<file path="config.mk">
export PLATFORM = sky130hd
export DESIGN_NAME = mul_share_arbiter
export DESIGN_NICKNAME = d
export VERILOG_FILES = /design/src/rtl/mul_share_arbiter.sv
export SDC_FILE = /design/constraint.sdc
export NUM_CORES = 1
export LEC_CHECK = 0
export ABC_AREA = 1
export CORE_ASPECT_RATIO = 2
export CORE_MARGIN = 5
export CORE_UTILIZATION = 43
export DETAILED_ROUTE_END_ITERATION = 7
export PLACE_DENSITY = 0.95
export SYNTH_ARGS = -nofsm -noshare
export SYNTH_HDL_FRONTEND = slang
export SYNTH_SLANG_ARGS = --single-unit
</file>
<file path="constraint.sdc">
create_clock -name clk -period 3.2 [get_ports clk]
set_input_delay 0.64 -clock clk [delete_from_list [all_inputs] [get_ports clk]]
set_output_delay 0.64 -clock clk [all_outputs]
set_load 0.005 [all_outputs]
</file>
<file path="src/rtl/mul_share_arbiter.sv">
// Round-robin front end that shares one handshake multiplier between N_REQ requesters.
// Operands are latched at grant and held until the multiplier's result has been taken.
//
// state | meaning
// IDLE  | waiting for requests; combinational one-hot ready to the round-robin winner
// ISSUE | latched operands presented with mul_in_valid_o until the multiplier accepts
// WAIT  | request accepted; result taken in the same cycle mul_out_valid_i rises
// RESP  | captured result held on rsp_valid_o[id] until the owning requester accepts
module mul_share_arbiter #(
  parameter int N_REQ  = 2,
  parameter int DATA_W = 32,
  parameter int ID_W   = (N_REQ > 1) ? $clog2(N_REQ) : 1
) (
  input  logic                    clk,
  input  logic                    rst_n,
  input  logic [N_REQ-1:0]        req_valid_i,
  output logic [N_REQ-1:0]        req_ready_o,
  input  logic [N_REQ*DATA_W-1:0] req_a_i,
  input  logic [N_REQ*DATA_W-1:0] req_b_i,
  input  logic [N_REQ*2-1:0]      req_op_i,
  output logic [N_REQ-1:0]        rsp_valid_o,
  input  logic [N_REQ-1:0]        rsp_ready_i,
  output logic [DATA_W-1:0]       rsp_result_o,
  output logic [DATA_W-1:0]       mul_a_o,
  output logic [DATA_W-1:0]       mul_b_o,
  output logic [1:0]              mul_op_o,
  output logic                    mul_in_valid_o,
  input  logic                    mul_in_ready_i,
  input  logic                    mul_out_valid_i,
  output logic                    mul_out_ready_o,
  input  logic [DATA_W-1:0]       mul_result_i,
  output logic [15:0]             ops_done_o
);

  typedef enum logic [1:0] {IDLE, ISSUE, WAIT, RESP} state_t;

  state_t              state;
  logic [ID_W-1:0]     rr_ptr;
  logic [ID_W-1:0]     id_q;
  logic [DATA_W-1:0]   a_q;
  logic [DATA_W-1:0]   b_q;
  logic [1:0]          op_q;
  logic [DATA_W-1:0]   res_q;
  logic [15:0]         ops_q;
  logic                in_valid_q;
  logic [N_REQ-1:0]    rsp_valid_q;

  logic [2*N_REQ-1:0]  valid_dbl;
  logic [N_REQ-1:0]    valid_rot;
  logic [ID_W:0]       win_sum;
  logic [ID_W-1:0]     winner;
  logic                win_found;
  logic [N_REQ-1:0]    grant;
  logic [DATA_W-1:0]   sel_a;
  logic [DATA_W-1:0]   sel_b;
  logic [1:0]          sel_op;
  logic [ID_W-1:0]     next_ptr;

  // Rotate the valids so bit k is requester (rr_ptr + k) mod N_REQ; lowest set bit wins.
  always_comb begin
    valid_dbl = {req_valid_i, req_valid_i} >> rr_ptr;
    valid_rot = valid_dbl[N_REQ-1:0];
    win_found = 1'b0;
    win_sum   = '0;
    for (int k = N_REQ - 1; k >= 0; k--) begin
      if (valid_rot[k]) begin
        win_found = 1'b1;
        win_sum   = {1'b0, rr_ptr} + (ID_W+1)'(k);
      end
    end
    if (win_sum >= (ID_W+1)'(N_REQ)) win_sum = win_sum - (ID_W+1)'(N_REQ);
    winner = win_sum[ID_W-1:0];
  end

  always_comb begin
    sel_a  = '0;
    sel_b  = '0;
    sel_op = '0;
    for (int k = 0; k < N_REQ; k++) begin
      if (ID_W'(k) == winner) begin
        sel_a  = req_a_i[k*DATA_W +: DATA_W];
        sel_b  = req_b_i[k*DATA_W +: DATA_W];
        sel_op = req_op_i[k*2 +: 2];
      end
    end
  end

  assign grant    = win_found ? ({{(N_REQ-1){1'b0}}, 1'b1} << winner) : '0;
  assign next_ptr = (id_q == ID_W'(N_REQ - 1)) ? '0 : id_q + 1'b1;

  // rst_n gating keeps ready low while reset is held even if requesters are valid.
  assign req_ready_o     = (state == IDLE && rst_n) ? grant : '0;
  assign mul_out_ready_o = (state == WAIT) && mul_out_valid_i;
  assign mul_in_valid_o  = in_valid_q;
  assign mul_a_o         = a_q;
  assign mul_b_o         = b_q;
  assign mul_op_o        = op_q;
  assign rsp_valid_o     = rsp_valid_q;
  assign rsp_result_o    = res_q;
  assign ops_done_o      = ops_q;

  always_ff @(posedge clk or negedge rst_n) begin
    if (!rst_n) begin
      state       <= IDLE;
      rr_ptr      <= '0;
      id_q        <= '0;
      a_q         <= '0;
      b_q         <= '0;
      op_q        <= '0;
      res_q       <= '0;
      ops_q       <= '0;
      in_valid_q  <= 1'b0;
      rsp_valid_q <= '0;
    end else begin
      case (state)
        IDLE: begin
          if (win_found) begin
            a_q        <= sel_a;
            b_q        <= sel_b;
            op_q       <= sel_op;
            id_q       <= winner;
            in_valid_q <= 1'b1;
            state      <= ISSUE;
          end
        end
        ISSUE: begin
          if (mul_in_ready_i) begin
            in_valid_q <= 1'b0;
            state      <= WAIT;
          end
        end
        WAIT: begin
          if (mul_out_valid_i) begin
            res_q       <= mul_result_i;
            rsp_valid_q <= {{(N_REQ-1){1'b0}}, 1'b1} << id_q;
            state       <= RESP;
          end
        end
        RESP: begin
          if (rsp_ready_i[id_q]) begin
            rsp_valid_q <= '0;
            rr_ptr      <= next_ptr;
            ops_q       <= ops_q + 16'd1;
            state       <= IDLE;
          end
        end
        default: state <= IDLE;
      endcase
    end
  end

endmodule

</file>
---- Yosys cells after proc, flatten, opt, wreduce, memory -nomap -nowiden ----
Index checks and enable logic that the tools add are counted.
W data, S select, Z words.
storage, ports and cells
  register bits after elaboration ......... 121
  input port bits ......................... 172
  output and inout bits ................... 120
operators by class
  $add $sub $neg .......................... 4
  $lt $le $gt $ge ......................... 2
  equality and inequality tests ........... 7
  shifts and indexed selects .............. 3
  muxes and demuxes ....................... 23
  reduce and logical (&&, ||, !) cells .... 11
operator list
  cell                     number
  $mux W32                 2
  $mux W2                  10
  $add A16 B1 Y16 const B  1
  $mux W1                  8
  $ne A2 B2 Y1 const B     4
  $pmux W2 S4              1
  $reduce_and A2 Y1        3
  $reduce_and A3 Y1        2
  $eq A2 B2 Y1 const B     2
  $pmux W2 S2              1
  $reduce_and A4 Y1        1
  $reduce_bool A2 Y1       2
  $shl A1 B1 Y2 const A    2
  $shr A4 B1 Y2            1
  $add A1 B1 Y2 const B    1
  $eq A2 B1 Y1 const B     1
  $ge A2 B2 Y1 const B     1
  $logic_and A1 B1 Y1      2
  $logic_not A2 Y1         1
  $lt A1 B2 Y1 const B     1
  $pmux W1 S2              1
  $add A1 B1 Y1 const B    1
  $sub A1 B1 Y1 const B    1

---- Longest topological paths before layout ----
Gate-level depths: netlist of the first run.
  word-level depth ........................ 8
  gate-level depth with buffers ........... 9

---- Least setup slack after synthesis of the first run ----
OpenSTA, ideal clock, no wires.
  kind .................................... input to output
  from .................................... input req_valid_i[1]
  to ...................................... output req_ready_o[0]
  data arrival time ....................... 1.370 ns
  required time ........................... 2.560 ns
  slack ................................... 1.190 ns
  stages on the path ...................... 7
  cell sequence ........................... buf_6 nor2_4 nor2_8 buf_4 buf_4 nand3_1 inv_1
between the ends
  word-level cells in the longest chain between the ends .. 8
RTL lines
  item                                                  RTL line  source
  start, declared                                       16        input logic [N_REQ-1:0] req_valid_i,
  $shr A4 B1 Y2 *                                       61        valid_dbl = {req_valid_i, req_valid_i} >> rr_ptr;
  $mux W2 (2 in series)                                 66        if (valid_rot[k]) begin
  $ge A2 B2 Y1 / $sub A1 B1 Y1 (equally long branches)  71        if (win_sum >= (ID_W+1)'(N_REQ)) win_sum = win_sum - (ID_W+1)'(N_REQ);
  $mux W1                                               71
  $shl A1 B1 Y2                                         88        assign grant = win_found ? ({{(N_REQ-1){1'b0}}, 1'b1} << winner) : '0;
  $mux W2 *                                             88
  $mux W2 *                                             92        assign req_ready_o = (state == IDLE && rst_n) ? grant : '0;
  end, declared                                         17        output logic [N_REQ-1:0] req_ready_o,
Mark *: on every way between the ends. The rest lies on a longest branch, timed or not.

---- Worst setup path after layout of the first run ----
  from .................................... register state[0]
  to ...................................... output req_ready_o[0]
between the ends
  word-level cells in the longest chain between the ends .. 3
RTL lines
  item                    RTL line  source
  start, declared         37        state_t state;
  start signal, assigned  104       state <= IDLE;
  start signal, assigned  123       state <= ISSUE;
  start signal, assigned  129       state <= WAIT;
  $logic_not A2 Y1        92
  $logic_and A1 B1 Y1     92
  $mux W2                 92
No other way between the ends.

==> results of run 1 <==
[metrics by stage]
stage | power (mW) | hold slack, ns | area, um^2
final | 7.851 | 0.3231 | 9139
after global placement | 6.026 | 0.4611 | 8607
after CTS | 7.922 | 0.3314 | 9136
after detailed placement | 6.155 | 0.4645 | 8607
after global routing | 8.374 | 0.3551 | 9139
after floorplan | 4.160 | 0.3444 | 5674
[report_power, final]
group / switching (mW) / internal (mW)
Sequential: 0.424 / 2.22
Combinational: 1.63 / 1.86
Clock: 0.731 / 0.988
Total: 2.78 / 5.07
[cell families after synthesis]
group           Yosys count
simple gates            326
compound gates          142
flops                   121
buf+inv                  72
xor+xnor                  7
fa+ha+maj                 6
[sequential cells by signal, summed over array words and instances, names as in the netlist]
signal / flops
mul_b_o: 32
rr_ptr: 1
mul_a_o: 32
ops_done_o: 16
state: 2
id_q: 1
mul_op_o: 2
mul_in_valid_o: 1
rsp_result_o: 32
rsp_valid_o: 2
[layer usage]
layer	share of wire [%]	GRT usage, %
met1	35	25.92
met3	7.5	6.443
met4	4.9	13.79
met2	53	42.96
met5	0	0
[final cells by class]
| cell class | instances | share of cell area, % |
|---|---|---|
| flip-flops and latches | 121 | 33.13 |
| diodes | 1 | 0.02738 |
| repair buffers | 300 | 32.53 |
| well taps | 152 | 2.081 |
| clock inverters | 15 | 1.136 |
| clock buffers | 17 | 4.655 |
| multi-input cells | 481 | 25.18 |
| inverters | 30 | 1.260 |
[how the worst max path moves through the flow]
stage | start | end | slack [ns] | cells past startpoint
4_1_cts | state[1] | req_ready_o[0] | 0.48 | 7
5_1_grt | state[1] | req_ready_o[0] | 0.35 | 7
3_3_place_gp | req_valid_i[0] | req_ready_o[0] | 0.54 | 6
6_report | state[0] | req_ready_o[0] | 0.51 | 7
3_5_place_dp | req_valid_i[0] | req_ready_o[0] | 0.53 | 6
2_1_floorplan | req_valid_i[1] | req_ready_o[0] | 1.19 | 7
[worst max-delay path: cells and delay by family, from the launching register on]
kind | cells | cell delay, ns
adder cells (fa/ha/maj) | 1 | 0.25
buffers and inverters | 4 | 0.79
AND/OR/NAND/NOR | 2 | 0.20
flip-flops | 1 | 0.42
[synthesized netlist by cell type (3+ instances only)]
master | count | area [um^2]
clkbuf_1 | 9 | 33.78
xor2_1 | 4 | 35.03
nand3_1 | 76 | 380.4
buf_6 | 3 | 33.78
a21oi_2 | 14 | 122.6
xnor2_1 | 3 | 26.28
nand2_1 | 155 | 581.8
inv_1 | 27 | 101.4
buf_2 | 24 | 120.1
a21oi_1 | 118 | 590.6
buf_4 | 6 | 45.04
nor2_1 | 79 | 296.5
o21ai_0 | 6 | 30.03
dfrtp_1 | 121 | 3028
ha_1 | 6 | 75.07
nand4_1 | 5 | 31.28
==> impl_metrics.tcl, run 1 <==
set metrics [dict create \
    finalWirelength_um 19870 \
    register_area_um2 3028 \
    pre_cts_slack_ns 0.5286 \
    fmax_ghz 0.3721 \
    synth_edf_count 0 \
    clkSlewWorstSetupHoldPaths_ns 0.06 \
    cts_tree "done" \
    first_iter_violations 321 \
    numPortBuffers 291 \
    via_count 5954 \
    worstPathMaxFanout 4 \
    grt_usage_pct 24.31 \
    post_cts_resize_count 0 \
    initial_core_util_pct 43.67 \
    synth_xor_area_share_pct 1.080 \
    synth_top_family_by_area "simple AND/OR/NAND/NOR gates" \
    syn_inst 674 \
    ys_seq_area_share_pct 53.36 \
    skew_ns 0.01116 \
    pwr_density_cell_nw_per_um2 859.1 \
    cpPeakStageDelay_ns 0.53 \
    cts_hold_buf 0 \
    fin_util_pct 70.34 \
    rsz0062_at_grt "false" \
    worstSetupStartpointType "register" \
    required_ns 2.56 \
    slew_violations 0 \
    die_x_um 91.23 \
    syn_area_um2 5674 \
    postCtsSetupBuffers 0 \
    max_slew_margin_pct 28.99 \
    cap_violations 0 \
    critPathKind "register to output pin" \
    final_cell_mix "clkdlybuf4s50_1, nand2_1, dfrtp_1" \
    ys.flop_type "dfrtp_1" \
    tns_ns 0 \
    antenna_found_initial 1 \
    synth-seq-cells 121 \
    max-vdd-ir-drop_mv 0.5286 \
    endpoint_kind "output pin" \
    async_flop_share_pct 100.0 \
    r2r-start "state[0]" \
    gp_congestion 0.8532 \
    setup_ws_ns 0.5124 \
    multi_input_area_um2 2301 \
    fin_crit_sh_pct 83.99 \
    status "finished, final reports clean" \
    hold_path.class "primary input to asynchronous set/reset pin" \
    core_um2 12990 \
    max_slew.worst_pin.slew_ns 1.065 \
    cts_buffer_depth 2 \
    period_needed_ns 2.688 \
    syn-num-nets 852 \
    postRouteAntennaNets 0 \
    synth_simple_gate_area_share_pct 24.56 \
    drive_gt1_share_pct 7.054 \
    clock-sinks 121 \
    hpwl_um 14120 \
    synthMuxAreaShare_pct 0 \
    grt_pass1_wl_um 30890 \
    grt_overflow 0 \
    worstSkewPairLatency_ns 0.41 \
    clockRootBuffer "clkbuf_16" \
    arrival_ns 2.05 \
    synthAdderAreaFrac_pct 1.323 \
    drc 0 \
    finalNonFillerCells 1117 \
    drt-vias-per-instance 5.330 \
    die_h_um 172.5 \
    synth_compound_area_share_pct 13.54 \
    final_common_cell "clkdlybuf4s50_1" \
    reg2reg_to "mul_a_o[30]" \
    rr_worst_depth 7 \
    synth_cell_types 27 \
    yosysWarningCount 0 \
    avgSynthCellArea_um2 8.419 \
    grt_pass1_vias 6209 \
    grt_max_degree 84 \
    die_area_um2 15730 \
    r2r_setup_slack_ns 1.23 \
    critPathSlowestCell "clkdlybuf4s50_1" \
    syn2layout_area_growth_pct 61.06 \
    leakage_nw 3.984 \
    htree_levels 4 \
    cts_buffers 17 \
    wire_per_inst_um 17.79 \
    path_cells "inv_1 -> ha_1 -> inv_2 -> nor2_8 -> nand3_1 -> inv_1 -> clkdlybuf4s50_1" \
    dr.pass1.iters 4 \
    layout.nets 1129 \
    setup_viol 0 \
    dpl.cell_count 1084 \
    num_rows 59 \
    hold_viol 0 \
    path_common_cell "inv_1" \
    fill_cells 952 \
    ioPinCount 292 \
]
Power figures use the tool's default switching activity.
==> run 2, diff against run 1 <==
--- a/config.mk
+++ b/config.mk
@@ -8,9 +8,9 @@
 export ABC_AREA = 1
 export CORE_ASPECT_RATIO = 2
 export CORE_MARGIN = 5
-export CORE_UTILIZATION = 43
+export CORE_UTILIZATION = 40
 export DETAILED_ROUTE_END_ITERATION = 7
-export PLACE_DENSITY = 0.95
+export PLACE_DENSITY = 0.91
 export SYNTH_ARGS = -nofsm -noshare
 export SYNTH_HDL_FRONTEND = slang
 export SYNTH_SLANG_ARGS = --single-unit
==> constraint.sdc (replaced) <==
create_clock -name clk -period 2.55 [get_ports clk]
set_input_delay 0.51 -clock clk [delete_from_list [all_inputs] [get_ports clk]]
set_output_delay 0.51 -clock clk [all_outputs]
set_load 0.005 [all_outputs]
==> impl_metrics.tcl, run 2 (synthesis gave the netlist of run 1 again) <==
set metrics [dict create \
    initial_core_util_pct 40.85 \
    fill_cells 1044 \
    die_h_um 178.4 \
    fmax_ghz 0.4125 \
    grt_pass1_wl_um 31510 \
    groute.layer.met3.usage_pct 6.796 \
    hold_path.class "primary input to asynchronous set/reset pin" \
    top_usage_layer "met2" \
    slew_violations 0 \
    drt-vias-per-instance 5.156 \
    clockRootBuffer "clkbuf_16" \
    critPathKind "register to output pin" \
    final_common_cell "clkdlybuf4s50_1" \
    fin_crit_sh_pct 95.07 \
    worstSetupStartpointType "register" \
    r2r-start "state[0]" \
    max_slew_margin_pct 51.82 \
    worstPathMaxFanout 4 \
    clkSlewWorstSetupHoldPaths_ns 0.06 \
    cts_buffer_depth 2 \
    drive_gt1_share_pct 7.955 \
    final_cell_area_um2 9355 \
    pwr_density_cell_nw_per_um2 1106 \
    endpoint_kind "output pin" \
    cap_violations 0 \
    first_iter_violations 332 \
    dpl_cell_area_um2 8721 \
    leakage_nw 4.066 \
    syn2layout_area_growth_pct 64.87 \
    skew_ns 0.01201 \
    p_int_mw 6.792 \
    worstSkewPairLatency_ns 0.40 \
    die_area_um2 16810 \
    layout.nets 1134 \
    seqPwrFrac_pct 32.0 \
    cts_buffers 17 \
    num_rows 61 \
    combPwrFrac_pct 44.0 \
    ioPinCount 292 \
    core_um2 13890 \
    dpl.cell_count 1125 \
    status "finished, final reports clean" \
    hold_viol 0 \
    gp_congestion 0.8352 \
    p_sw_mw 3.553 \
    drc 0 \
    period_needed_ns 2.424 \
    finalWirelength_um 20700 \
    setup_viol 0 \
    final_cell_mix "clkdlybuf4s50_1, nand2_1, dfrtp_1" \
    use_met1_pct 25.44 \
    grt_usage_pct 24.14 \
    reg2reg_to "mul_b_o[9]" \
    grt_max_degree 68 \
    arrival_ns 1.91 \
    r2r_setup_slack_ns 0.55 \
    hpwl_um 14990 \
    grt_use_met2_pct 43.00 \
    p_total_mw 10.35 \
    antenna_found_initial 0 \
    grt_overflow 0 \
    rr_worst_depth 9 \
    via_count 5966 \
    max-vdd-ir-drop_mv 0.5834 \
    grt_pass1_vias 6227 \
    max_slew.worst_pin.slew_ns 0.7227 \
    postRouteAntennaNets 0 \
    cts_hold_buf 0 \
    diodes 0 \
    dr.pass1.iters 5 \
    tns_ns 0 \
    finalNonFillerCells 1157 \
    required_ns 2.04 \
    cts_tree "done" \
    wire_per_inst_um 17.89 \
    die_x_um 94.22 \
    clock-sinks 121 \
    clkPwrFrac_pct 23.9 \
    rsz0062_at_grt "false" \
    numPortBuffers 291 \
    sw_frac_of_total_pct 34.35 \
    htree_levels 4 \
]
## run 2: per-layer routing
metal | routed length [um] | vias to the layer above
met5 | 0 | -
met1 | 7242 | 2828
li1 | - | 2787
met2 | 10900 | 287
met4 | 915 | 0
met3 | 1642 | 64
## run 2: timing repair
| action | in CTS | in global routing |
|---|---|---|
| gates resized for setup | 2 | 4 |
| buffers inserted | 0 | 1 |
| gates cloned | 0 | 0 |
| endpoints found under the setup margin | 2 | 2 |
## run 2: worst max-delay path by stage
stage          depth (start not counted)  slack [ns]           start         endpoint
3_3_place_gp                           6        0.20  req_valid_i[0]   req_ready_o[0]
5_1_grt                                7        0.01        state[0]   req_ready_o[0]
2_1_floorplan                          8        0.70        state[0]   req_ready_o[0]
6_report                               5        0.13        state[0]  mul_out_ready_o
4_1_cts                                5        0.01        state[0]  mul_out_ready_o
3_5_place_dp                           6        0.17  req_valid_i[0]   req_ready_o[0]
## run 2: power groups by stage
| stage | Sequential [mW] | Combinational, mW | Clock, mW |
|---|---|---|---|
| floorplan | 3.34 | 1.88 | 0 |
| global placement | 3.29 | 4.37 | 0 |
| detailed placement | 3.32 | 4.51 | 0 |
| CTS | 3.31 | 4.55 | 2.51 |
| global route | 3.43 | 4.97 | 2.59 |
| finish | 3.31 | 4.56 | 2.47 |
## run 2: area by class of cell
| type | count | area, um^2 | area share [%] |
|---|---|---|---|
| Clock inverter | 13 | 170.2 | 1.819 |
| Clock buffer | 18 | 439.2 | 4.694 |
| Timing Repair Buffer | 305 | 3048 | 32.58 |
| Inverter | 30 | 115.1 | 1.230 |
| Sequential cell | 121 | 3028 | 32.37 |
| Tap cell | 189 | 236.5 | 2.528 |
| Multi-Input combinational cell | 481 | 2318 | 24.78 |
## run 2: worst max-delay path, stage by stage (launching register included)
cell             delay (ns)
dfrtp_1                0.42
inv_2                  0.12
ha_2                   0.24
nand2_2                0.10
inv_1                  0.11
clkdlybuf4s50_1        0.53
## run 2: metrics by stage
step / worst slack (ns) / hold WS (ns) / utilization, %
after floorplan: 0.7041 / 0.2144 / -
after global placement: 0.2008 / 0.4614 / 62.78
after detailed placement: 0.1748 / 0.4635 / 62.78
after CTS: 0.01004 / 0.1352 / 67.20
after global routing: 0.01408 / 0.1515 / 67.35
final: 0.1256 / 0.1457 / 67.35
